File: src/rtl/spi_command_pkg.sv
// Shared types and constants for the SPI command interface.
package spi_command_pkg;

    localparam int BYTE_WIDTH  = 8;
    localparam int OPCODE_BITS = BYTE_WIDTH;
    localparam int BIT_CNT_W   = $clog2(BYTE_WIDTH);
    localparam int COUNT_W     = 32;

    localparam logic [BIT_CNT_W-1:0] LAST_BIT  = BIT_CNT_W'(BYTE_WIDTH - 1);
    localparam logic [COUNT_W-1:0]   COUNT_MAX = 32'h7FFF_FFFF;

    typedef enum logic [1:0] {
        IDLE,
        OPCODE,
        OPERAND
    } state_e;

    function automatic logic [COUNT_W-1:0] sat_inc(input logic [COUNT_W-1:0] v);
        return (v == COUNT_MAX) ? v : v + COUNT_W'(1);
    endfunction

endpackage

File: src/rtl/spi_input_synchronizer.sv
// Multi-flop synchroniser for an asynchronous SPI pin, with registered-copy edge detect.
module spi_input_synchronizer #(
    parameter int SYNC_STAGES = 2
) (
    input  logic clk_i,
    input  logic rst_i,
    input  logic async_i,
    output logic level_o,
    output logic rise_o,
    output logic fall_o
);

    logic [SYNC_STAGES-1:0] sync_q;
    logic                   prev_q;

    always_ff @(posedge clk_i or posedge rst_i) begin
        if (rst_i) begin
            sync_q <= '0;
            prev_q <= 1'b0;
        end else begin
            sync_q <= {sync_q[SYNC_STAGES-2:0], async_i};
            prev_q <= sync_q[SYNC_STAGES-1];
        end
    end

    assign level_o = sync_q[SYNC_STAGES-1];
    assign rise_o  = level_o & ~prev_q;
    assign fall_o  = ~level_o & prev_q;

endmodule

File: src/rtl/spi_command_interface.sv
// SPI mode-0 peripheral front-end: frames op-code/operand bytes and returns responder bytes on CIPO.
// Define SPI_TRANSACTION_TIMEOUT_EN to abort a transaction after TIMEOUT_CYCLES without an SCK edge.
//   state   | meaning
//   IDLE    | deselected or aborted; only a CS falling edge starts a transaction
//   OPCODE  | shifting the first byte; CIPO sends 0x00
//   OPERAND | shifting operand bytes; responder byte loaded at each byte boundary
module spi_command_interface
    import spi_command_pkg::*;
#(
    parameter int SYNC_STAGES = 2
`ifdef SPI_TRANSACTION_TIMEOUT_EN
    ,
    parameter int TIMEOUT_CYCLES = 72000
`endif
) (
    input  logic                   clock_spi_in,
    input  logic                   reset_spi_in,
    input  logic                   spi_select_n_in,
    input  logic                   spi_clock_in,
    input  logic                   spi_data_in,
    output logic                   spi_data_out,
    output logic [OPCODE_BITS-1:0] op_code_out,
    output logic                   op_code_valid_out,
    output logic [BYTE_WIDTH-1:0]  operand_out,
    output logic                   operand_valid_out,
    output logic [COUNT_W-1:0]     operand_count_out,
    input  logic [BYTE_WIDTH-1:0]  response_in,
    input  logic                   response_valid_in
);

    logic cs_lvl, cs_rise, cs_fall;
    logic sck_lvl_unused, sck_rise, sck_fall;
    logic copi_lvl;
    logic [SYNC_STAGES-1:0] copi_sync_q;
    logic timeout_hit;

    spi_input_synchronizer #(.SYNC_STAGES(SYNC_STAGES)) u_cs_sync (
        .clk_i   (clock_spi_in),
        .rst_i   (reset_spi_in),
        .async_i (spi_select_n_in),
        .level_o (cs_lvl),
        .rise_o  (cs_rise),
        .fall_o  (cs_fall)
    );

    spi_input_synchronizer #(.SYNC_STAGES(SYNC_STAGES)) u_sck_sync (
        .clk_i   (clock_spi_in),
        .rst_i   (reset_spi_in),
        .async_i (spi_clock_in),
        .level_o (sck_lvl_unused),
        .rise_o  (sck_rise),
        .fall_o  (sck_fall)
    );

    // Same depth as the SCK chain so data stays aligned with the sampling edge.
    always_ff @(posedge clock_spi_in or posedge reset_spi_in) begin
        if (reset_spi_in) copi_sync_q <= '0;
        else              copi_sync_q <= {copi_sync_q[SYNC_STAGES-2:0], spi_data_in};
    end
    assign copi_lvl = copi_sync_q[SYNC_STAGES-1];

`ifdef SPI_TRANSACTION_TIMEOUT_EN
    logic [31:0] tmo_cnt_q;

    assign timeout_hit = (tmo_cnt_q == 32'(TIMEOUT_CYCLES));

    always_ff @(posedge clock_spi_in or posedge reset_spi_in) begin
        if (reset_spi_in)                       tmo_cnt_q <= '0;
        else if (cs_lvl || sck_rise || sck_fall) tmo_cnt_q <= '0;
        else if (!timeout_hit)                  tmo_cnt_q <= tmo_cnt_q + 32'd1;
    end
`else
    assign timeout_hit = 1'b0;
`endif

    state_e                 state_q, state_d;
    logic [BIT_CNT_W-1:0]   bit_cnt_q, bit_cnt_d;
    logic [BYTE_WIDTH-1:0]  rx_shift_q, rx_shift_d;
    logic [BYTE_WIDTH-1:0]  tx_shift_q, tx_shift_d;
    logic                   data_out_q, data_out_d;
    logic [OPCODE_BITS-1:0] op_code_q, op_code_d;
    logic                   op_code_valid_q, op_code_valid_d;
    logic [BYTE_WIDTH-1:0]  operand_q, operand_d;
    logic                   operand_valid_q, operand_valid_d;
    logic [COUNT_W-1:0]     count_q, count_d;
    logic [BYTE_WIDTH-1:0]  rx_byte, load_byte;
    logic                   selected;

    always_comb begin
        state_d         = state_q;
        bit_cnt_d       = bit_cnt_q;
        rx_shift_d      = rx_shift_q;
        tx_shift_d      = tx_shift_q;
        data_out_d      = data_out_q;
        op_code_d       = op_code_q;
        op_code_valid_d = op_code_valid_q;
        operand_d       = operand_q;
        operand_valid_d = operand_valid_q;
        count_d         = count_q;
        rx_byte         = {rx_shift_q[BYTE_WIDTH-2:0], copi_lvl};
        load_byte       = response_valid_in ? response_in : '0;
        selected        = ~cs_lvl;

        // CS rise (or timeout) beats any SCK edge seen in the same cycle.
        if (state_q != IDLE && (cs_rise || timeout_hit)) begin
            state_d         = IDLE;
            bit_cnt_d       = '0;
            rx_shift_d      = '0;
            tx_shift_d      = '0;
            data_out_d      = 1'b0;
            op_code_valid_d = 1'b0;
            operand_valid_d = 1'b0;
            count_d         = '0;
        end else if (state_q == IDLE) begin
            if (cs_fall) begin
                state_d    = OPCODE;
                bit_cnt_d  = '0;
                rx_shift_d = '0;
                tx_shift_d = '0;
                data_out_d = 1'b0;
                count_d    = '0;
            end
        end else if (selected && sck_rise) begin
            rx_shift_d = rx_byte;
            bit_cnt_d  = bit_cnt_q + BIT_CNT_W'(1);
            if (state_q == OPERAND && bit_cnt_q == '0) operand_valid_d = 1'b0;
            if (bit_cnt_q == LAST_BIT) begin
                if (state_q == OPCODE) begin
                    op_code_d       = rx_byte;
                    op_code_valid_d = 1'b1;
                    state_d         = OPERAND;
                end else begin
                    operand_d       = rx_byte;
                    operand_valid_d = 1'b1;
                    count_d         = sat_inc(count_q);
                end
            end
        end else if (selected && sck_fall) begin
            // Bit counter back at 0 in OPERAND means a byte has just completed.
            if (state_q == OPERAND && bit_cnt_q == '0) begin
                tx_shift_d = load_byte;
                data_out_d = load_byte[BYTE_WIDTH-1];
            end else begin
                tx_shift_d = {tx_shift_q[BYTE_WIDTH-2:0], 1'b0};
                data_out_d = tx_shift_q[BYTE_WIDTH-2];
            end
        end
    end

    always_ff @(posedge clock_spi_in or posedge reset_spi_in) begin
        if (reset_spi_in) begin
            state_q         <= IDLE;
            bit_cnt_q       <= '0;
            rx_shift_q      <= '0;
            tx_shift_q      <= '0;
            data_out_q      <= 1'b0;
            op_code_q       <= '0;
            op_code_valid_q <= 1'b0;
            operand_q       <= '0;
            operand_valid_q <= 1'b0;
            count_q         <= '0;
        end else begin
            state_q         <= state_d;
            bit_cnt_q       <= bit_cnt_d;
            rx_shift_q      <= rx_shift_d;
            tx_shift_q      <= tx_shift_d;
            data_out_q      <= data_out_d;
            op_code_q       <= op_code_d;
            op_code_valid_q <= op_code_valid_d;
            operand_q       <= operand_d;
            operand_valid_q <= operand_valid_d;
            count_q         <= count_d;
        end
    end

    assign spi_data_out      = data_out_q;
    assign op_code_out       = op_code_q;
    assign op_code_valid_out = op_code_valid_q;
    assign operand_out       = operand_q;
    assign operand_valid_out = operand_valid_q;
    assign operand_count_out = count_q;

endmodule

File: config.mk
export PLATFORM = sky130hd
export DESIGN_NAME = spi_command_interface
export DESIGN_NICKNAME = d
export VERILOG_FILES = /design/src/rtl/spi_command_pkg.sv /design/src/rtl/spi_input_synchronizer.sv /design/src/rtl/spi_command_interface.sv
export SDC_FILE = /design/constraint.sdc
export NUM_CORES = 1
export LEC_CHECK = 0
export ABC_AREA = 1
export BUFFER_PORTS_ARGS = -buffer_cell sky130_fd_sc_hd__buf_2
export CAP_MARGIN = 5
export CORE_ASPECT_RATIO = 1.1
export CORE_UTILIZATION = 52
export CTS_CLUSTER_SIZE = 25
export DETAILED_ROUTE_END_ITERATION = 16
export PLACE_DENSITY = 0.79
export SLEW_MARGIN = 20
export SYNTH_ARGS = -nofsm -noshare
export SYNTH_HDL_FRONTEND = slang
export SYNTH_HIERARCHICAL = 1
export SYNTH_SLANG_ARGS = --single-unit
File: constraint.sdc
create_clock -name clock_spi_in -period 1.85 [get_ports clock_spi_in]
set_input_delay 0.185 -clock clock_spi_in [delete_from_list [all_inputs] [get_ports clock_spi_in]]
set_output_delay 0.185 -clock clock_spi_in [all_outputs]
set_load 0.005 [all_outputs]
== Word level (Yosys, flattened, before mapping) ==
Cells that the tools add are included.

* Input port bits: 14
* Output and inout bits: 51
* Latch bits: 0
* Word-level logic and storage cells: 103
* Memory bits (read-only): 0
* RAM bits: 0
* Memories: 0
* Register bits after elaboration: 78

* Eq/ne operators: 9
* Multiplexer cells: 44
* $add $sub $neg: 2
* Shifts and indexed selects: 0
* Divide/modulo/power cells: 0
* $mul: 0
* Bitwise logic cells: 11
* Reductions and logical operators: 22
* Order comparisons: 0

{| class="wikitable"
|+ Operators by type and width
! kind !! number
|-
| two-way mux 32 bit || 7
|-
| two-way mux 7 bit || 9
|-
| adder 32 x 1 -> 32 bit (second input constant) || 1
|-
| == test 32 x 31 -> 1 bit (second input constant) || 1
|-
| two-way mux 1 bit || 17
|-
| AND reduction 5 bit || 3
|-
| two-way mux 2 bit || 6
|-
| two-way mux 3 bit || 4
|-
| != test 3 bit (second input constant) || 4
|-
| nonzero test 3 bit || 4
|-
| two-way mux 8 bit || 1
|-
| AND reduction 4 bit || 2
|-
| nonzero test 2 bit || 4
|-
| NOT 1 bit || 7
|-
| AND 1 bit || 4
|-
| logical AND 1 bit || 4
|-
| AND reduction 2 bit || 2
|-
| adder 3 x 1 -> 3 bit (second input constant) || 1
|-
| == test 3 bit (second input constant) || 1
|-
| logical NOT 3 bit || 1
|-
| AND reduction 3 bit || 1
|-
| == test 2 x 1 -> 1 bit (second input constant) || 1
|-
| == test 2 bit (second input constant) || 1
|-
| logical NOT 2 bit || 1
|-
| != test 2 bit (second input constant) || 1
|}

== Longest topological paths before layout ==
Gate-level depths: netlist (run 1).

* Word-level depth: 8
* Gate-level depth with buffers: 12
* Gate-level depth less buffers: 11

== Cells and area by module ==
The synthesis (run 1) kept the hierarchy.

{| class="wikitable"
|+ By module, submodules not included
! module !! instances !! seq. area each (µm²) !! cells each !! area an instance (µm²)
|-
| spi_command_interface || 1 || 1801.7 || 531 || 4037.6
|-
| spi_input_synchronizer || 2 || 75.1 || 8 || 93.8
|}

== Worst setup path before layout (run 1) ==
OpenSTA, ideal clock, no wires.

* Path kind: register to register
* Start: register count_q[0] (netlist: operand_count_out[0])
* End: register count_q[10] (netlist: operand_count_out[10])
* Data arrival time: 1.576 ns
* Path buffers: 1
* Path slack: 0.157 ns
* Cell stages (with the launch flop): 12
* Clock period less this slack: 1.693 ns
* Required time: 1.733 ns
* Setup time: 0.117 ns
* Path through: dfrtp_1 > ha_1 > nand2_1 > nor2_4 > nand2_4 > nor2_8 > nand2_4 > nand2_4 > nand2_4 > buf_2 > nand3_1 > nand2_1

* Word-level cells in the longest chain between the ends: 7
* Elaborated cells on any way between the ends: 10
* Those cells by class: add/sub (1); eq/ne (2); mux (6); reduce/logical (1)

{| class="wikitable"
|+ Ends and longest elaborated chain
! what !! line !! RTL
|-
| start: declaration || spi_command_interface.sv:85 || <nowiki>logic [COUNT_W-1:0] count_q, count_d;</nowiki>
|-
| start signal: assignment || spi_command_interface.sv:172 || <nowiki>count_q <= count_d;</nowiki>
|-
| adder 32 x 1 -> 32 bit || spi_command_pkg.sv:19 || <nowiki>return (v == COUNT_MAX) ? v : v + COUNT_W'(1);</nowiki>
|-
| two-way mux 32 bit || spi_command_pkg.sv:19 ||
|-
| two-way mux 32 bit || spi_command_interface.sv:128 || <nowiki>if (state_q == OPCODE) begin</nowiki>
|-
| two-way mux 32 bit || spi_command_interface.sv:127 || <nowiki>if (bit_cnt_q == LAST_BIT) begin</nowiki>
|-
| two-way mux 32 bit || spi_command_interface.sv:123 || <nowiki>end else if (selected && sck_rise) begin</nowiki>
|-
| two-way mux 32 bit || spi_command_interface.sv:114 || <nowiki>end else if (state_q == IDLE) begin</nowiki>
|-
| two-way mux 32 bit || spi_command_interface.sv:105 || <nowiki>if (state_q != IDLE && (cs_rise || timeout_hit)) begin</nowiki>
|}

Parallel ways exist; a longest one is shown, timed or not. The select of a mux whose other input is x is not followed.
A chain may end at the register's enable or synchronous reset.

== Worst setup path in the final report (run 1) ==
* Start: register count_q[1] (netlist: operand_count_out[1])
* End: register count_q[8] (netlist: operand_count_out[8])

The elaborated chain is that of the path after synthesis.

==> impl_metrics.ini, run 1 <==
[critical_path]
arrival_ns = 2.04
crit_chain = ha_2 > nand2_2 > nor2_4 > nand2_4 > nor2_8 > nand2_4 > nand2_4 > nand2_8 > nand2_8 > nand2_1 > nand2_1
path_buf_inv = 0
path_class = reg -> reg
critical_path.slowest_cell = dfrtp_1
end_kind = flop
max_stage_delay_ns = 0.41
startpoint_type = flop
cp_max_fo = 14
crit_top_cell = nand2_4
required_ns = 2.14
crit_family = simple AND/OR/NAND/NOR gates

[synth]
synthDistinctLibCells = 35
synth_edf_count = 0
ys_seq_elements = 78
synthFlopType = dfrtp_1
syn_inst = 547
synth.largest_area_cell = dfrtp_1
synth_top_area_share_pct = 46.19
synth_fp_nets = 565
synth_area_leaders = dfrtp_1, nand2_1, nor2_1
synth_area_per_cell_um2 = 7.725
synth_warnings = 6
synthArstFlopShare_pct = 100.0
yosysSeqAreaShare_pct = 46.19
netlist_area_um2 = 4225

[finish]
final_layout_size_suffix_gt1_share_pct = 24.50
multi_input_area_um2 = 2044
num_antenna_cells = 0
seqCellArea_um2 = 1953
area_growth_pct = 21.47
final_util_pct = 64.86
nets = 662
final_cell_area_um2 = 5132
stdcell_count = 757
nFillCells = 697

[power]
power.density_nw_per_um2 = 917.8
vdd_drop_max_uv = 722.9
cellLeakagePower_nw = 2.648

[floorplanning]
die_area_um2 = 8490
core_um2 = 7913
io_pins = 65
fp.dieH_um = 96.54
row_count = 34
fp.dieW_um = 87.95
initial_utilization_pct = 53.40

[global_route]
grt_overflow = 0
antenna_found_initial = 0
grt_pass1_vias = 3531
grt_usage_pct = 24.01
grt_max_degree = 73
grt_first_pass_wirelength_um = 15680

[sta]
tightest_slew_ns = 0.3756
clock_skew_ns = 0.009767
min_period_over_period_pct = 94.59
hold_slack_ns = 0.1196
slew_headroom_pct = 74.96
hold_viol = 0
setup_viol = 0
rsz0062_at_grt = true
slew_violations = 0
clock.fmax_mhz = 571.5
min_period_ns = 1.750

[outcome]
run_status = complete, no violations

[route]
num_vias = 3912
first_pass_iters = 4
postRouteAntennaNets = 0
avgRoutedWirePerCell_um = 13.09
initialDrtViolationCount = 253
via_per_inst = 5.168
wirelength_um = 9909
route.detailed.drc = 0

[clocking]
cts_tree = done
cts-root-buf = clkbuf_8
cts_max_level = 3
clock_latency_ns = 0.36
clk_pin_slew_ns = 0.09
clock_path_buffers = 2
clock-sinks = 78
cts_buffers = 9

[placed_design]
dpl-instance-area_um2 = 4802
place_hpwl_um = 6789
port_buffers = 64
gp_congestion = 0.8837
numPlacedInstances = 732

[hold_path]
worstHoldPathType = in -> reg

[run]
max_cap_violations = 0
-- power by group --
group	switching [W]	internal, W
registers	0.000113	0.00186
clock network	0.000711	0.000515
logic	0.00103	0.000489
-- cell usage in the layout, fill, tap and decap left out, drive strengths merged, types with 6 or more instances in the layout --
cell type	n
o22ai	14
xnor2	7
nor3	8
inv	61
clkbuf	9
nand3b	6
nor2	68
nand3	30
buf	91
xor2	6
nand2	217
dfrtp	78
o21ai	23
a31oi	9
-- final cells by class --
cell class | count | share of cell area (%)
Tap cell | 108 | 2.633
Timing Repair Buffer | 95 | 11.53
Inverter | 58 | 4.315
Multi-Input combinational cell | 402 | 39.83
Clock buffer | 9 | 2.413
Sequential cell | 78 | 38.05
Clock inverter | 7 | 1.219
-- cell families after synthesis --
family                     after synthesis  synth area share (%)
xor gates and xnor gates                13                 2.695
and+or+nand+nor                        333                 35.74
buffers and inverters                   70                 7.403
adders and majority gates                4                 1.185
DFF                                     78                 46.19
AOI/OAI and AO/OA                       49                 6.781
-- layer usage --
layer	GRT usage, %	wire length, µm	up-vias
li1	-	-	1929
met1	29.85	4238	1848
met2	41.67	5002	114
met3	4.928	469	21
met4	7.923	199	0
met5	0	0	-
-- worst register-to-register path, cell delays in order (launching register included) --
cell	delay [ns]
dfrtp_1	0.41
ha_2	0.22
nand2_2	0.06
nor2_4	0.21
nand2_4	0.10
nor2_8	0.10
nand2_4	0.06
nand2_4	0.08
nand2_8	0.13
nand2_8	0.16
nand2_1	0.07
nand2_1	0.07
-- through the flow --
| step | TNS, ns | setup slack, ns | power [W] |
|---|---|---|---|
| final | 0 | 0.1001 | 0.004711 |
| after detailed placement | 0 | 0.04134 | 0.003268 |
| after floorplan | 0 | 0.1573 | 0.003053 |
| after CTS | 0 | 0.01201 | 0.004504 |
| after global routing | -0.006738 | -0.006738 | 0.004957 |
| after global placement | 0 | 0.1122 | 0.003233 |
-- flip-flops by register name, indices dropped and copies added, names as in the netlist --
register and flops:
operand_out 8, operand_valid_out 1, bit_cnt_q 3, u_sck_sync/sync_q 2, op_code_out 8, op_code_valid_out 1, u_cs_sync/prev_q 1, rx_shift_q 7
u_sck_sync/prev_q 1, copi_sync_q 2, tx_shift_q 7, state_q 2, spi_data_out 1, u_cs_sync/sync_q 2, operand_count_out 32
-- timing repair --
action                                 in CTS  in global routing
setup endpoints to repair                   0                 47
setup buffers                               0                  2
hold buffers                                4                  0
endpoints found under the hold margin      81                  0
gates resized for setup                     0                 11
-- worst paths after layout --
path                                            from                    to  slack, ns  cells after the start
worst max-delay path            operand_count_out[1]  operand_count_out[8]       0.10                     11
worst min-delay path                  response_in[5]         tx_shift_q[5]       0.12                      3
worst max register to register  operand_count_out[1]  operand_count_out[8]       0.10                     11
worst min register to register  u_sck_sync/sync_q[0]  u_sck_sync/sync_q[1]       0.35                      0
max in group asynchronous               reset_spi_in  operand_count_out[8]       1.06                      4
min in group asynchronous               reset_spi_in  u_sck_sync/sync_q[1]       0.26                      3
-- synth_stat cells, types with 3 or more instances --
cell / instances
xor2_1: 6
inv_2: 3
o22ai_1: 14
nor2_1: 60
nor2_4: 4
nand3_1: 30
nand4_1: 4
a31oi_1: 9
dfrtp_1: 78
ha_1: 4
xnor2_1: 7
o21ai_0: 13
inv_1: 55
nand3b_1: 6
nor2_2: 3
buf_2: 5
nand2_1: 185
o21ai_1: 9
nor3_1: 7
nand2_4: 5
nand2_2: 23
Power figures use the tool's default switching activity.
==> inputs of run 2 (changes only) <==
--- a/config.mk
+++ b/config.mk
@@ -8,7 +8,7 @@
 export ABC_AREA = 1
 export BUFFER_PORTS_ARGS = -buffer_cell sky130_fd_sc_hd__buf_2
 export CAP_MARGIN = 5
-export CORE_ASPECT_RATIO = 1.1
+export CORE_ASPECT_RATIO = 0.7
 export CORE_UTILIZATION = 52
 export CTS_CLUSTER_SIZE = 25
 export DETAILED_ROUTE_END_ITERATION = 16
==> impl_metrics.ini, run 2 (synthesized netlist as in run 1, its figures left out) <==
[sta]
setup_tns_ns = 0
hold_viol = 0
tightest_slew_ns = 0.4808
min_period_ns = 1.830
setup_viol = 0
clock.fmax_mhz = 546.3
min_period_over_period_pct = 98.94
slew_headroom_pct = 67.95
rsz0062_at_grt = true
clock_skew_ns = 0.009637
slew_violations = 0

[global_route]
grt_pass1_vias = 3644
grt_first_pass_wirelength_um = 17730
grt_overflow = 0
antenna_found_initial = 0
grt_max_degree = 37
grt_usage_pct = 27.24

[clocking]
clk_pin_slew_ns = 0.06
clock_path_buffers = 2
clock-sinks = 78
cts_max_level = 3
clock_latency_ns = 0.35
cts-root-buf = clkbuf_16
cts_tree = done
cts_buffers = 9

[floorplanning]
die_area_um2 = 8496
io_pins = 65
core_um2 = 7871
fp.dieH_um = 77.42
fp.dieW_um = 109.7
row_count = 27
initial_utilization_pct = 53.68

[route]
num_vias = 4033
first_pass_iters = 6
wirelength_um = 11120
via_per_inst = 5.335
avgRoutedWirePerCell_um = 14.71
postRouteAntennaNets = 0
initialDrtViolationCount = 298
route.detailed.drc = 0

[outcome]
run_status = complete, no violations

[critical_path]
critical_path.slowest_cell = dfrtp_1
max_stage_delay_ns = 0.40
crit_family = simple AND/OR/NAND/NOR gates
path_class = reg -> reg
crit_chain = ha_2 > nand2_1 > nor2_4 > nand2_4 > nor2_8 > nand2_4 > nand2_4 > nand2_8 > nand2_4 > nand2_1 > nand2_1
arrival_ns = 2.11
r2r_cells = 11
startpoint_type = flop
worst-path-stages = 11
end_kind = flop
path_buf_inv = 0
required_ns = 2.13
reg2reg_slack_ns = 0.02
cp_max_fo = 8
crit_top_cell = nand2_4

[power]
power.density_nw_per_um2 = 1009
vdd_drop_max_uv = 587.5
cellLeakagePower_nw = 2.727

[finish]
largest_reg_flops = 32
num_antenna_cells = 0
nFillCells = 617
nets = 668
stdcell_count = 756
final_util_pct = 66.75
final_common_cell = nand2_1
area_growth_pct = 24.34
layout_common_cells = nand2_1, dfrtp_1, buf_2
final_layout_size_suffix_gt1_share_pct = 25.50

[placed_design]
place_hpwl_um = 7430
numPlacedInstances = 726
gp_congestion = 0.9240
port_buffers = 64

[hold_path]
holdPathStages = 3
worstHoldPathType = in -> reg

[run]
max_cap_violations = 0
run 2: cell count changes in the layout (fill, tap and decap cells not counted), moves of 3 or more:
cell       delta
nand2_4       +4
buf_4         +7
nor2_1        -3
clkbuf_8      -9
clkbuf_16     +9
run 2: through the flow:
step           area [µm²]  setup slack [ns]  hold slack (ns)  power (W)
6_report             5254           0.01956           0.1180   0.005301
3_3_place_gp         4776            0.1048          0.09044   0.003215
3_5_place_dp         4776          -0.03561          0.09545   0.003258
4_1_cts              5142           0.03339           0.1165   0.005095
2_1_floorplan        4229            0.1573         -0.06136   0.003053
5_1_grt              5254          -0.04974           0.1342   0.005538
run 2: metal layers:
| layer | vias to the layer above | share of wire (%) | GRT usage [%] |
|---|---|---|---|
| met4 | 0 | 1.7 | 8.800 |
| met1 | 1877 | 45 | 39.18 |
| met5 | - | 0 | 0 |
| li1 | 1937 | - | - |
| met2 | 196 | 44 | 40.57 |
| met3 | 23 | 8.9 | 6.134 |
run 2: worst register-to-register path, delay by kind of cell, from the launching register on:
family / cells / cell delay, ns
AND/OR/NAND/NOR: 10 / 1.16
flip-flops: 1 / 0.40
adder cells (fa/ha/maj): 1 / 0.21
run 2: final timing paths:
| kind | to | startpoint |
|---|---|---|
| worst max-delay path | operand_count_out[1] | operand_count_out[1] |
| worst min-delay path | tx_shift_q[5] | response_in[5] |
| worst max register to register | operand_count_out[1] | operand_count_out[1] |
| worst min register to register | copi_sync_q[1] | copi_sync_q[0] |
| max in group asynchronous | operand_count_out[4] | reset_spi_in |
| min in group asynchronous | u_sck_sync/sync_q[0] | reset_spi_in |
run 2: what timing repair did:
item                       in CTS  in global routing
gates cloned                    1                  3
hold buffers                    4                  0
hold endpoints to repair        9                  0
setup endpoints to repair      38                 41
setup buffers                   0                  6
pin swaps                       0                  5
resized for setup               4                 10
run 2: final cells by class:
type,instances,area [µm²],share of cell area (%)
Multi-Input combinational cell,403,2056,39.13
Sequential cell,78,1952,37.15
Tap cell,101,126.4,2.405
Clock inverter,7,65.06,1.238
Timing Repair Buffer,100,608.1,11.57
Inverter,58,221.5,4.215
Clock buffer,9,225.2,4.287
run 2: power by group:
| group | internal (W) | leakage [nW] | switching [W] |
|---|---|---|---|
| logic | 0.000520 | 1.52 | 0.00106 |
| registers | 0.00186 | 1.06 | 0.000116 |
| clock network | 0.000945 | 0.141 | 0.000803 |
